<file path="config.mk">
export PLATFORM = sky130hd
export DESIGN_NAME = life_gen_sequencer
export DESIGN_NICKNAME = d
export VERILOG_FILES = /design/src/rtl/life_pkg.sv /design/src/rtl/life_row_rule.sv /design/src/rtl/life_gen_sequencer.sv
export SDC_FILE = /design/constraint.sdc
export NUM_CORES = 1
export LEC_CHECK = 0
export CORE_MARGIN = 2
export CORE_UTILIZATION = 30
export CTS_CLUSTER_DIAMETER = 150
export DETAILED_ROUTE_END_ITERATION = 8
export GPL_TIMING_DRIVEN = 0
export MAX_ROUTING_LAYER = met4
export SETUP_SLACK_MARGIN = 0.4
export SYNTH_ARGS = -nofsm -noshare
export SYNTH_HDL_FRONTEND = slang
export SYNTH_HIERARCHICAL = 1
export SYNTH_SLANG_ARGS = --single-unit
</file>
<file path="constraint.sdc">
create_clock -name clk -period 4.05 [get_ports clk]
set_input_delay 0.6075 -clock clk [delete_from_list [all_inputs] [get_ports clk]]
set_output_delay 0.6075 -clock clk [all_outputs]
set_load 0.005 [all_outputs]
</file>
<file path="src/rtl/life_pkg.sv">
// Shared definitions for the Game of Life generation sequencer.
//   DEFAULT_COLS  : cells per row (row word width)
//   DEFAULT_ROWS  : rows in the grid
//   DEFAULT_ROW_W : row address width, clog2(DEFAULT_ROWS)
//   state_t       : sequencer FSM states
package life_pkg;

    localparam int DEFAULT_COLS  = 20;
    localparam int DEFAULT_ROWS  = 16;
    localparam int DEFAULT_ROW_W = 4;

    typedef enum logic [2:0] {
        IDLE,
        FILL0,
        FILL1,
        FILL2,
        ROW,
        WAIT,
        COMMIT
    } state_t;

endpackage

</file>
<file path="src/rtl/life_row_rule.sv">
// Combinational B3/S23 rule for one full row of cells.
//   prev_row : row above the row being updated
//   cur_row  : row being updated
//   next_row : row below the row being updated
//   new_row  : next state of cur_row, new_row[i] = column i
// WRAP != 0 joins column 0 and column COLS-1; otherwise the
// columns beyond either edge are treated as dead.
module life_row_rule #(
    parameter int COLS = 20,
    parameter int WRAP = 0
) (
    input  logic [COLS-1:0] prev_row,
    input  logic [COLS-1:0] cur_row,
    input  logic [COLS-1:0] next_row,
    output logic [COLS-1:0] new_row
);

    localparam logic WRAP_EN = (WRAP != 0);

    logic [COLS+1:0] prev_ext;
    logic [COLS+1:0] cur_ext;
    logic [COLS+1:0] next_ext;

    // Each row is padded with one ghost column on both sides so that
    // column i of the original row sits at bit i+1 of the padded row.
    assign prev_ext = {WRAP_EN & prev_row[0], prev_row, WRAP_EN & prev_row[COLS-1]};
    assign cur_ext  = {WRAP_EN & cur_row[0],  cur_row,  WRAP_EN & cur_row[COLS-1]};
    assign next_ext = {WRAP_EN & next_row[0], next_row, WRAP_EN & next_row[COLS-1]};

    for (genvar i = 0; i < COLS; i++) begin : g_cell
        logic [3:0] count;

        // Eight neighbours; the cell itself (cur_ext[i+1]) is excluded.
        assign count = 4'(prev_ext[i]) + 4'(prev_ext[i+1]) + 4'(prev_ext[i+2])
                     + 4'(cur_ext[i])                      + 4'(cur_ext[i+2])
                     + 4'(next_ext[i]) + 4'(next_ext[i+1]) + 4'(next_ext[i+2]);

        assign new_row[i] = (count == 4'd3) || (cur_row[i] && (count == 4'd2));
    end

endmodule

</file>
<file path="src/rtl/life_gen_sequencer.sv">
// Runs one Game of Life generation per video frame.
//   clk, clr           : clock and synchronous active-low reset
//   vsync              : active-low VGA vsync; the rising edge starts a
//                        generation, the falling edge commits it
//   run, step          : free-run level / single-generation request pulse
//   rd_en/rd_row       : read port of the current-state row store
//   rd_data            : current-state row, valid one cycle after rd_en
//   wr_en/wr_row/wr_data : write port of the next-state row store
//   commit             : one-cycle pulse to swap the next-state store in
//   busy               : high from generation start until commit
//   gen_count          : number of committed generations (wraps)
module life_gen_sequencer
    import life_pkg::*;
#(
    parameter int COLS  = DEFAULT_COLS,
    parameter int ROWS  = DEFAULT_ROWS,
    parameter int ROW_W = DEFAULT_ROW_W,
    parameter int WRAP  = 0
) (
    input  logic             clk,
    input  logic             clr,
    input  logic             vsync,
    input  logic             run,
    input  logic             step,
    output logic             rd_en,
    output logic [ROW_W-1:0] rd_row,
    input  logic [COLS-1:0]  rd_data,
    output logic             wr_en,
    output logic [ROW_W-1:0] wr_row,
    output logic [COLS-1:0]  wr_data,
    output logic             commit,
    output logic             busy,
    output logic [15:0]      gen_count
);

    localparam logic             WRAP_EN  = (WRAP != 0);
    localparam logic [ROW_W-1:0] LAST_ROW = ROW_W'(ROWS - 1);

    state_t          state;
    logic            vsync_d;
    logic            rise;
    logic            fall;
    logic            start;
    logic            step_pending;
    logic [COLS-1:0] prev_row;
    logic [COLS-1:0] cur_row;
    logic [COLS-1:0] next_row;
    logic [COLS-1:0] rule_row;
    logic            next_valid;
    int              ahead;
    logic [ROW_W-1:0] ahead_row;
    logic            ahead_ok;

    assign rise  = ~vsync_d & vsync;
    assign fall  = vsync_d & ~vsync;
    assign start = (state == IDLE) && rise && (run || step_pending);

    // wr_row doubles as the row counter r. While processing row r the
    // read for row r+2 is set up for the following cycle, i.e. r+3 of
    // the row the counter is about to advance from.
    assign ahead     = int'(wr_row) + 3;
    assign ahead_row = ROW_W'(ahead % ROWS);
    assign ahead_ok  = WRAP_EN || (ahead < ROWS);

    // Without wrap there is no row below the last one: it reads as dead.
    assign next_valid = (state == ROW) && (WRAP_EN || (wr_row != LAST_ROW));
    assign next_row   = next_valid ? rd_data : '0;

    life_row_rule #(
        .COLS (COLS),
        .WRAP (WRAP)
    ) u_rule (
        .prev_row (prev_row),
        .cur_row  (cur_row),
        .next_row (next_row),
        .new_row  (rule_row)
    );

    // The result row depends on rd_data arriving in the same cycle, so
    // it is presented combinationally and qualified by the write strobe.
    assign wr_data = wr_en ? rule_row : '0;

    always_ff @(posedge clk) begin
        if (!clr) begin
            state        <= IDLE;
            rd_en        <= 1'b0;
            rd_row       <= '0;
            wr_en        <= 1'b0;
            wr_row       <= '0;
            commit       <= 1'b0;
            busy         <= 1'b0;
            gen_count    <= '0;
            step_pending <= 1'b0;
            vsync_d      <= 1'b1;
            prev_row     <= '0;
            cur_row      <= '0;
        end else begin
            vsync_d <= vsync;

            // A step taken on the start cycle itself stays queued so that
            // every accepted pulse yields its own generation.
            if (step && !run) begin
                step_pending <= 1'b1;
            end else if (start) begin
                step_pending <= 1'b0;
            end

            case (state)
                IDLE: begin
                    if (start) begin
                        state  <= FILL0;
                        busy   <= 1'b1;
                        rd_en  <= WRAP_EN;
                        rd_row <= LAST_ROW;
                    end
                end
                FILL0: begin
                    if (!WRAP_EN) begin
                        prev_row <= '0;
                    end
                    state  <= FILL1;
                    rd_en  <= 1'b1;
                    rd_row <= '0;
                end
                FILL1: begin
                    if (WRAP_EN) begin
                        prev_row <= rd_data;
                    end
                    state  <= FILL2;
                    rd_en  <= 1'b1;
                    rd_row <= ROW_W'(1);
                end
                FILL2: begin
                    cur_row <= rd_data;
                    state   <= ROW;
                    wr_en   <= 1'b1;
                    wr_row  <= '0;
                    rd_en   <= WRAP_EN || (ROWS > 2);
                    rd_row  <= ROW_W'(2 % ROWS);
                end
                ROW: begin
                    prev_row <= cur_row;
                    cur_row  <= next_row;
                    if (wr_row == LAST_ROW) begin
                        state <= WAIT;
                        wr_en <= 1'b0;
                        rd_en <= 1'b0;
                    end else begin
                        wr_row <= wr_row + ROW_W'(1);
                        rd_row <= ahead_row;
                        rd_en  <= ahead_ok;
                    end
                end
                WAIT: begin
                    if (fall) begin
                        state     <= COMMIT;
                        commit    <= 1'b1;
                        gen_count <= gen_count + 16'd1;
                    end
                end
                COMMIT: begin
                    state  <= IDLE;
                    commit <= 1'b0;
                    busy   <= 1'b0;
                end
                default: begin
                    state <= IDLE;
                end
            endcase
        end
    end

endmodule

</file>
# Yosys cells after proc, flatten, opt, wreduce, memory -nomap -nowiden
# Cells that the tools add are included.
# W data, S select, Z words.
# totals
word_cells	291
ff_bits	73
in_bits	25
out_inout_bits	48
# op_classes
n_addsub	136
muxes	23
eq_ne	52
n_reduce_logical	63
n_lt_le_gt_ge	1
bitwise	4
# op_table
cell	n
$add A4 B1 Y4	114
$eq A4 B2 Y1 const B	40
$pmux W20 S2	2
$mux W20	2
$add A1 B1 Y2	19
$logic_and A1 B1 Y1	24
$logic_or A1 B1 Y1	21
$pmux W4 S5	1
$pmux W3 S6	1
$add A16 B1 Y16 const B	1
$mux W4	3
$reduce_and A2 Y1	6
$reduce_bool A2 Y1	5
$eq A3 B3 Y1 const B	3
$mux W3	3
$pmux W4 S2	1
$eq A3 B2 Y1 const B	2
$mux W1	6
$ne A2 B2 Y1 const B	3
$pmux W1 S2	3
$reduce_and A3 Y1	2
$add A4 B2 Y5 const B	1
$lt A5 B5 Y1 const B	1
$reduce_bool A5 Y1	1
other kinds (12)	14

# Logic depth before layout (Yosys ltp)
# depth
depth_word	11
depth_mapped	13
ltp_nobuf	12

# Cells and area by module
# The synthesis kept the hierarchy.
# by_module_without_submodules
module	area_per_inst_um2	seq_area_each_um2	cells_per_inst	n_inst
life_gen_sequencer	3225.6	1461.4	379	1
life_row_rule	3213.1	0.0	356	1

# Worst setup path before layout
# OpenSTA, ideal clock, no wires.
# synth_timing
kind	register -> output
from	register state[0]
to	output port wr_data[3]
n_path_buf	2
slack_ns	0.009
arrival_ns	3.434
required_ns	3.442
path_stages_with_launch	14
path_cell_list	dfxtp_1 -> buf_4 -> nor3b_2 -> clkbuf_1 -> and3_1 -> inv_1 -> fa_1 -> fa_1 -> inv_1 -> ha_1 -> fa_1 -> or2_2 -> a21oi_1 -> and2_1
# synth_between
elab_chain_cells	10
elab_cells_between_ends	11
classes_between	add/sub (3); eq/ne (3); mux (2); reduce/logical (3)
# synth_rtl
element	line	rtl
from (decl)	life_gen_sequencer.sv:39	state_t state;
from (signal assigned)	life_gen_sequencer.sv:85	state <= IDLE;
from (signal assigned)	life_gen_sequencer.sv:111	state <= FILL0;
from (signal assigned)	life_gen_sequencer.sv:121	state <= FILL1;
$eq A3 B3 Y1 (*)	life_gen_sequencer.sv:66	assign next_valid = (state == ROW) && (WRAP_EN || (wr_row != LAST_ROW));
$logic_and A1 B1 Y1 (*)	life_gen_sequencer.sv:66	
$mux W20 (*)	life_gen_sequencer.sv:67	assign next_row = next_valid ? rd_data : '0;
named net next_row[2]	life_gen_sequencer.sv:47	logic [COLS-1:0] next_row;
$add A4 B1 Y4 (*) (3 in a row)	life_row_rule.sv:36	+ 4'(next_ext[i]) + 4'(next_ext[i+1]) + 4'(next_ext[i+2]);
$eq A4 B2 Y1	life_row_rule.sv:38	assign new_row[i] = (count == 4'd3) || (cur_row[i] && (count == 4'd2));
$logic_and A1 B1 Y1	life_row_rule.sv:38	
$logic_or A1 B1 Y1 (*)	life_row_rule.sv:38	
named net rule_row[3]	life_gen_sequencer.sv:48	logic [COLS-1:0] rule_row;
$mux W20 (*)	life_gen_sequencer.sv:81	assign wr_data = wr_en ? rule_row : '0;
to (decl)	life_gen_sequencer.sv:30	output logic [COLS-1:0] wr_data,
# The timed path passes the listed nets; every way through them passes the cells marked *.

# Worst setup path after layout
# layout_timing
from	register state[0]
to	output port wr_data[1]
# The elaborated chain is that of the path after synthesis.

==> flow_summary.yaml <==
run_status:
  status: "finished, violations left"
  violations: "setup timing"
cells_and_area:
  final_nets: 1027
  nFillCells: 2078
  antenna_cells: 0
  layout-area-overhead-vs-synth_pct: 36.1
  drive_above_1_share_pct: 27.3
  utilization_pct: 41.7
job:
  maxCapViolCount: 0
critical_path:
  cp-end-kind: "output pin"
  worstRegToRegCells: 9
  arrival_ps: 3850
  cp-start-kind: "flip-flop"
  crit_fanout: 5
  cp_num_cells: 14
  path_cells: "buf_6 > nor3b_4 > clkbuf_8 > buf_6 > and3_4 > fa_1 > fa_1 > fa_2 > inv_2 > fa_2 > a211o_1 > a211oi_2 > and2_1 > buf_2"
  slowest_stage: "fa_1"
  slowest_delay_ps: 600
  crit_family: "adder cells"
  critPathBufInv: 5
  critPathKind: "reg2out"
  cp.required_ps: 3440
floorplan:
  core-area_um2: 21000
  start_util_pct: 30.6
  ios: 73
  die_x_um: 151
  die_y_um: 151
  die-area_um2: 22700
  placementRows: 53
sta:
  hold_viol_final: 0
  fin_ws_ps: -404
  finClkSkew_ps: 7.22
  setup_viol: 18
  post-route-period-util_pct: 110
  period_minus_slack_ps: 4450
  worst-slew-pin-transition_ps: 623
  tns_ps: -6220
  max_freq_mhz: 225
  relSlewSlack_pct: 58.5
  maxSlewViolCount: 0
  whs_ps: 465
  rsz0062_at_grt: "yes"
grt:
  gr-usage-all-layers_pct: 15.6
  grt_max_degree: 14
  antenna_found_initial: 0
  grt_pass1_vias: 5528
  grt_pass1_wl_um: 27200
  overflow: 0
logic_synthesis:
  ys_ff_latch: 73
  synthFlopType: "dfxtp_1"
  yosys.area.top_type_share_pct: 23.6
  ys_seq_area_share_pct: 22.7
  synth_nets: 895
  synth_area_leaders: "fa_1 24%, dfxtp_1 23%, ha_1 11%, inv_1 8.3%, a22oi_1 4.7%"
  synth_edf_count: 0
  synth_area_um2: 6440
  async_flop_share_pct: 0
  syn_avg_cell_area_um2: 8.76
  synth_top_cell_by_area: "fa_1"
  synth.most_common_cell: "inv_1"
  synth_common_cells: "142 x inv_1, 76 x fa_1, 73 x dfxtp_1"
  syn_inst: 735
  synth_cell_type_count: 50
  yosys_warnings: 6
clock_network:
  holdBufCountCts: 0
  cts.sinks: 73
  numCtsBuffers: 9
  htree_levels: 3
  clockBufferDepth: 2
  cts_tree: "done"
  clock_latency_ps: 340
  path_clk_slew_ps: 50
  clockRootBuffer: "clkbuf_16"
power_and_ir_drop:
  finalPower_mw: 2.48
  power_density_nw_per_um2: 283
  p_leak_nw: 3.67
  ir_drop_uv: 198
place:
  gp_congestion: 0.811
  dp_hpwl_um: 12000
  portBuffers: 71
  dp_slack_ps: -667
min_path:
  min_path_type: "reg2reg"
  min_path_cells: 2
route:
  drt-initial-drc-count: 229
  wl_um: 16300
  via_per_inst: 4.80
  wire_per_inst_um: 14.2
  drc: 0
  num_vias: 5503
  drtPass1Iterations: 4
  drt.antenna.violating_nets: 0
-- per-layer routing --
layer / wire [um] / track usage, % / vias to the layer above
li1: - / - / 2690
met1: 7380 / 19.7 / 2721
met2: 8270 / 26.6 / 80
met3: 528 / 1.88 / 12
met4: 140 / 3.82 / 0
met5: 0 / - / -
-- report_power, final --
group | leakage, nW | internal (mW) | switching (mW)
sequential | 0.593 | 0.778 | 0.0573
clock | 0.143 | 0.498 | 0.318
combinational | 2.94 | 0.372 | 0.459
-- area by class of cell --
cell class	instances	area (um^2)	share of cell area (%)
Multi-Input combinational cell	489	4840	55.3
Sequential cell	73	1470	16.8
Inverter	142	568	6.48
Tap cell	275	344	3.93
Buffer	31	174	1.98
Clock inverter	5	62.6	0.714
Timing Repair Buffer	121	1060	12.1
Clock buffer	11	243	2.77
-- flip-flops by register name, summed over array words and instances, names as in the netlist --
register      flops
busy              1
commit            1
cur_row          20
gen_count        16
prev_row         20
rd_en             1
rd_row            4
state             3
step_pending      1
vsync_d           1
wr_en             1
wr_row            4
-- cells in the final DEF (no fill, tap or decap), types with 6 or more instances in the layout --
master           Yosys  final
and2_1              20     17
nand2_1             17     17
fa_1                76     55
and3_4               0     17
buf_4                1     35
a22oi_1             40     40
inv_1              142    110
clkbuf_1            29     25
xnor2_1              6      6
or3_1                7      7
inv_4                0     12
buf_6                1     16
inv_2                0     19
dfxtp_1             73     67
clkbuf_16            0      9
a21oi_1             54     39
ha_4                 0     14
fa_2                 0     21
o21ai_1              6     13
o21ai_0             24      8
a21oi_2              0     13
nor2_1              61     61
nor3_1               7      7
nand3_1             21     20
o21ai_2              0      8
or2_4                0     16
ha_1                59     40
buf_2                0     19
clkdlybuf4s50_1      0     51
-- cell families (layout without fill, tap and decap cells) --
| logic type | after synthesis | count (layout) | synth area share (%) |
|---|---|---|---|
| and+or+nand+nor | 198 | 198 | 16.4 |
| buffers and inverters | 173 | 310 | 10.3 |
| AOI/OAI and AO/OA | 145 | 145 | 14.0 |
| adders and majority gates | 135 | 135 | 35.1 |
| DFF | 73 | 73 | 22.7 |
| xor gates and xnor gates | 8 | 8 | 1.09 |
| muxes | 3 | 3 | 0.466 |
-- what timing repair did --
action | in CTS | in global routing
setup buffers | 30 | 17
endpoints found under the setup margin | 20 | 20
gates cloned | 3 | 0
pin swaps | 81 | 65
gates resized for setup | 195 | 41
-- final timing paths --
path	slack (ps)	endpoint	start
hold reg to reg	460	rd_row[2]	rd_row[2]
setup reg to reg	1710	cur_row[2]	state[0]
hold / removal	460	rd_row[2]	rd_row[2]
setup / recovery	-400	wr_data[1]	state[0]
-- tightest hold or removal path, delay by kind of cell (launching register included) --
family        cells  cell delay [ps]
flops             1              310
mux               1               50
simple gates      1               50
-- per-stage QoR --
stage                     area (um^2)  std cells
after floorplan                  6600        735
after global placement           7660       1081
after detailed placement         7660       1081
after CTS                        8490       1130
after global routing             8760       1147
final                            8760       1147
Note: power is estimated with default switching activity, not from simulation.
